--- src/rtl/imm_extend_seq.sv ---
`timescale 1ns/1ps
`default_nettype none
// ============================================================================
//  Module   : imm_extend_seq
//  Purpose  : Handshaked immediate extender (rotated imm8, imm12, branch imm24)
//             with an iterative rotator for the ARM rotated-immediate form.
//  Revision : 1.0  initial release
// ============================================================================
module imm_extend_seq #(
  parameter int WIDTH     = 32,
  parameter int STEP_BITS = 2
) (
  input  logic             clk,
  input  logic             reset,
  input  logic             in_valid,
  output logic             in_ready,
  input  logic [23:0]      instr_field,
  input  logic [1:0]       imm_src,
  input  logic             carry_in,
  output logic             out_valid,
  input  logic             out_ready,
  output logic [WIDTH-1:0] ext_imm,
  output logic             carry_out,
  output logic             err
);

  localparam logic [4:0] c_STEP    = 5'(STEP_BITS);
  localparam logic [1:0] c_SRC_ROT = 2'b00;
  localparam logic [1:0] c_SRC_U12 = 2'b01;
  localparam logic [1:0] c_SRC_BR  = 2'b10;

  typedef enum logic [1:0] {
    ST_IDLE   = 2'd0,
    ST_ROTATE = 2'd1,
    ST_HOLD   = 2'd2
  } state_t;

  state_t           r_state;
  state_t           w_state_nxt;
  logic [31:0]      r_work;
  logic [4:0]       r_remain;
  logic [WIDTH-1:0] r_ext_imm;
  logic             r_carry_out;
  logic             r_err;

  logic             w_in_ready;
  logic             w_out_valid;
  logic             w_accept;
  logic             w_start_rot;
  logic [3:0]       w_rot_field;
  logic [4:0]       w_step;
  logic [4:0]       w_rem_nxt;
  logic [31:0]      w_rot;
  logic             w_rot_done;
  logic [WIDTH-1:0] w_direct_imm;
  logic             w_direct_err;

  assign w_rot_field = instr_field[11:8];
  assign w_start_rot = (imm_src == c_SRC_ROT) && (w_rot_field != 4'd0);

  // Final partial step handles amounts that are not a multiple of STEP_BITS.
  assign w_step     = (r_remain < c_STEP) ? r_remain : c_STEP;
  assign w_rem_nxt  = r_remain - w_step;
  assign w_rot      = (r_work >> w_step) | (r_work << (6'd32 - 6'(w_step)));
  assign w_rot_done = (w_rem_nxt == 5'd0);

  // Result for every request that completes at the accept edge.
  always_comb begin
    w_direct_imm = '0;
    w_direct_err = 1'b0;
    case (imm_src)
      c_SRC_ROT: w_direct_imm = WIDTH'(instr_field[7:0]);
      c_SRC_U12: w_direct_imm = WIDTH'(instr_field[11:0]);
      c_SRC_BR:  w_direct_imm = WIDTH'($signed({instr_field, 2'b00}));
      default:   w_direct_err = 1'b1;
    endcase
  end

  always_ff @(posedge clk) begin
    if (reset) begin
      r_state <= ST_IDLE;
    end else begin
      r_state <= w_state_nxt;
    end
  end

  always_comb begin
    w_state_nxt = r_state;
    w_in_ready  = 1'b0;
    w_out_valid = 1'b0;
    case (r_state)
      ST_IDLE: begin
        w_in_ready = 1'b1;
      end
      ST_ROTATE: begin
        if (w_rot_done) begin
          w_state_nxt = ST_HOLD;
        end
      end
      ST_HOLD: begin
        w_out_valid = 1'b1;
        w_in_ready  = out_ready;
        if (out_ready) begin
          w_state_nxt = ST_IDLE;
        end
      end
      default: begin
        w_state_nxt = ST_IDLE;
      end
    endcase
    w_accept = in_valid & w_in_ready;
    if (w_accept) begin
      w_state_nxt = w_start_rot ? ST_ROTATE : ST_HOLD;
    end
  end

  always_ff @(posedge clk) begin
    if (reset) begin
      r_work      <= '0;
      r_remain    <= '0;
      r_ext_imm   <= '0;
      r_carry_out <= 1'b0;
      r_err       <= 1'b0;
    end else if (w_accept) begin
      r_err <= w_direct_err;
      if (w_start_rot) begin
        r_work   <= {24'd0, instr_field[7:0]};
        r_remain <= {w_rot_field, 1'b0};
      end else begin
        r_ext_imm   <= w_direct_imm;
        r_carry_out <= carry_in;
      end
    end else if (r_state == ST_ROTATE) begin
      r_work   <= w_rot;
      r_remain <= w_rem_nxt;
      if (w_rot_done) begin
        r_ext_imm   <= WIDTH'(w_rot);
        r_carry_out <= w_rot[31];
      end
    end
  end

  assign in_ready  = w_in_ready;
  assign out_valid = w_out_valid;
  assign ext_imm   = r_ext_imm;
  assign carry_out = r_carry_out;
  assign err       = r_err;

endmodule
`default_nettype wire

--- config.mk ---
export PLATFORM = sky130hd
export DESIGN_NAME = imm_extend_seq
export DESIGN_NICKNAME = d
export VERILOG_FILES = /design/src/rtl/imm_extend_seq.sv
export SDC_FILE = /design/constraint.sdc
export NUM_CORES = 1
export LEC_CHECK = 0
export BUFFER_PORTS_ARGS = -buffer_cell sky130_fd_sc_hd__buf_2
export CAP_MARGIN = 20
export CORE_UTILIZATION = 50
export CTS_CLUSTER_SIZE = 28
export DETAILED_ROUTE_END_ITERATION = 10
export PLACE_DENSITY = 0.81
export SLEW_MARGIN = 5
export SYNTH_ARGS = -nofsm -noshare
export SYNTH_HDL_FRONTEND = slang
export SYNTH_SLANG_ARGS = --single-unit
--- constraint.sdc ---
create_clock -name clk -period 9.2 [get_ports clk]
set_input_delay 1.84 -clock clk [delete_from_list [all_inputs] [get_ports clk]]
set_output_delay 1.84 -clock clk [all_outputs]
set_load 0.05 [all_outputs]
==> flow_summary.toml <==
[run_status]
outcome = "finished, final reports clean"

[pwr]
switchingPower_uw = 316
finalPower_uw = 916
p_clk_share_pct = 34.6
p_int_uw = 600
leakage_nw = 1.85
seqPwrFrac_pct = 38.5
ir_worst_vdd_mv = 0.0941
p_sw_share_pct = 34.5
p_per_area_mw_per_mm2 = 179
p_comb_share_pct = 26.9

[cts]
clk_pin_slew_ps = 70
cts_setup_buffers = 0
worstSkewPairLatency_ps = 350
htree_levels = 3
root_buffer = "clkbuf_8"
cts_tree = "yes"
postCtsHoldBufs = 0
cts_buffers = 9
cts_resized = 0
cts_buffer_depth = 2
cts.sinks = 73

[timing]
fmax_ghz = 0.235
finClkSkew_ps = 10.5
fin_crit_sh_pct = 46.2
setup_viol_count_final = 0
setup_slack_ps = 4950
min_period_ps = 4250
rsz0062_at_grt = "no"
hold_viol_final = 0
slew_headroom_pct = 24.9
worstMarginPinSlew_ps = 1130
fin_setup_tns_ps = 0
slew_violations = 0

[yosys]
synth_xor_xnor_area_share_pct = 0
syn-num-nets = 565
yosysWarnings = 0
synthSimpleGateAreaFrac_pct = 17.3
seq_area_frac_synth_pct = 32.1
netlist_area_mm2 = 0.00455
synth_edf_count = 0
ys_types = 54
syn_avg_cell_area_um2 = 8.56
ys.flop_type = "dfxtp_1"
ys_seq_elements = 73
synthMuxAreaShare_pct = 16.2
synth_compound_area_share_pct = 28.0
synthCells = 532
synth-async-reset-ratio_pct = 0
synth_top_family_by_area = "compound AO/OA/AOI/OAI gates"
synth_adder_area_share_pct = 0.550

[global_routing]
grt_max_degree = 67
gr-usage-all-layers_pct = 27.9
antenna_found_initial = 0
grt_pass1_vias = 4257
grt_pass1_wl_um = 21500
globalRoute.totalOverflow = 0

[final_layout]
final_cell_mix = "nor2_1, dfxtp_1, buf_2"
fin_nets = 599
fin_util_pct = 58.4
areaGrowthSynthToFinish_pct = 12.3
n_antenna_cell = 0
layout_commonest_cell = "nor2_1"
drive_above_1_share_pct = 21.5

[detailed_routing]
first_iter_violations = 495
routed_wl_um = 13200
viasPerCell = 6.82
ant_nets = 0
vias = 4628
drt_first_pass_iters = 6
drc_errors = 0
wl_per_cell_um = 19.5

[job]
cap_viol_max_count = 0

[floorplanning]
io_pins = 67
fp.dieW_um = 97.4
die_area_mm2 = 0.00949
die_h_um = 97.4
start_util_pct = 51.9
coreArea_mm2 = 0.00876
rows = 34

[critical_path]
cp_data_required_time_ps = 7360
rr_worst_depth = 9
cp-end-kind = "primary output"
arrival_ps = 2410
worstPathMaxFanout = 2
cp-start-kind = "primary input"
path_class = "in2out"

[place]
routabilityCongestion = 0.894
port_buffers = 66
hpwl_um = 8780
detailedPlace.worstSlack_ps = 4950

[hold_path]
hold_path_class = "reg2reg"
hold_depth = 2
==> metrics by stage <==
| stage | hold WS (ps) | std cells | area [µm²] |
|---|---|---|---|
| 2_1_floorplan | 473 | 532 | 4550 |
| 3_3_place_gp | 438 | 662 | 4850 |
| 3_5_place_dp | 440 | 663 | 4860 |
| 4_1_cts | 451 | 679 | 5110 |
| 5_1_grt | 492 | 679 | 5110 |
| 6_report | 448 | 679 | 5110 |
==> critical path, cell delays in order <==
cell	delay, ps
buf_2	100
nor2b_1	190
nor2_1	70
buf_2	210
==> state kept, by name, indices dropped and copies added (netlist names) <==
signal,flops
ext_imm,32
r_work,32
r_remain,5
r_state,2
carry_out,1
err,1
==> power groups by stage <==
stage | registers, mW | logic, mW | clock network [mW]
after global routing | 0.355 | 0.264 | 0.333
after detailed placement | 0.359 | 0.242 | 0
after floorplan | 0.401 | 0.142 | 0
after CTS | 0.352 | 0.243 | 0.321
after global placement | 0.358 | 0.237 | 0
final | 0.353 | 0.247 | 0.317
==> final timing paths <==
kind / startpoint / endpoint / slack (ps)
hold reg to reg: ext_imm[9] / ext_imm[9] / 450
setup reg to reg: r_remain[0] / carry_out / 5000
setup / recovery: out_ready / in_ready / 4950
hold / removal: ext_imm[9] / ext_imm[9] / 450
==> per-layer routing <==
layer	vias to the layer above	share of wire, %	track usage [%]
met5	-	0	0
met4	0	4.9	15.5
met3	68	8.6	4.24
met2	302	46	43.5
met1	2159	41	37.0
li1	2099	-	-
==> cells by family after synthesis <==
logic type / Yosys count
buf+inv: 61
simple gates: 169
mux: 49
compound gates: 177
other cells: 1
fa+ha+maj: 2
flops: 73
==> synthesized netlist by cell type (all sizes together) (5+ instances only) <==
| cell | count | area (µm²) |
|---|---|---|
| nor2 | 75 | 289 |
| dfxtp | 73 | 1460 |
| a21oi | 49 | 245 |
| clkbuf | 36 | 135 |
| nand2 | 35 | 131 |
| a211oi | 30 | 225 |
| mux2i | 30 | 300 |
| a221oi | 26 | 259 |
| nor3 | 22 | 110 |
| mux4 | 19 | 435 |
| o2bb2ai | 19 | 166 |
| o21ai | 18 | 90.1 |
| buf | 15 | 91.3 |
| and3 | 12 | 75.1 |
| inv | 10 | 37.5 |
| nor2b | 5 | 31.3 |
==> cell type report <==
type                       count  area (µm²)
clock buffer                  12         155
inverter                      10        37.5
fill                         777        3650
multi-input combinational    398        2830
clock inverter                 4        98.8
tap                          108         135
timing repair buffer          74         390
sequential                    73        1460
No activity file was read; power rests on OpenSTA's default activity.
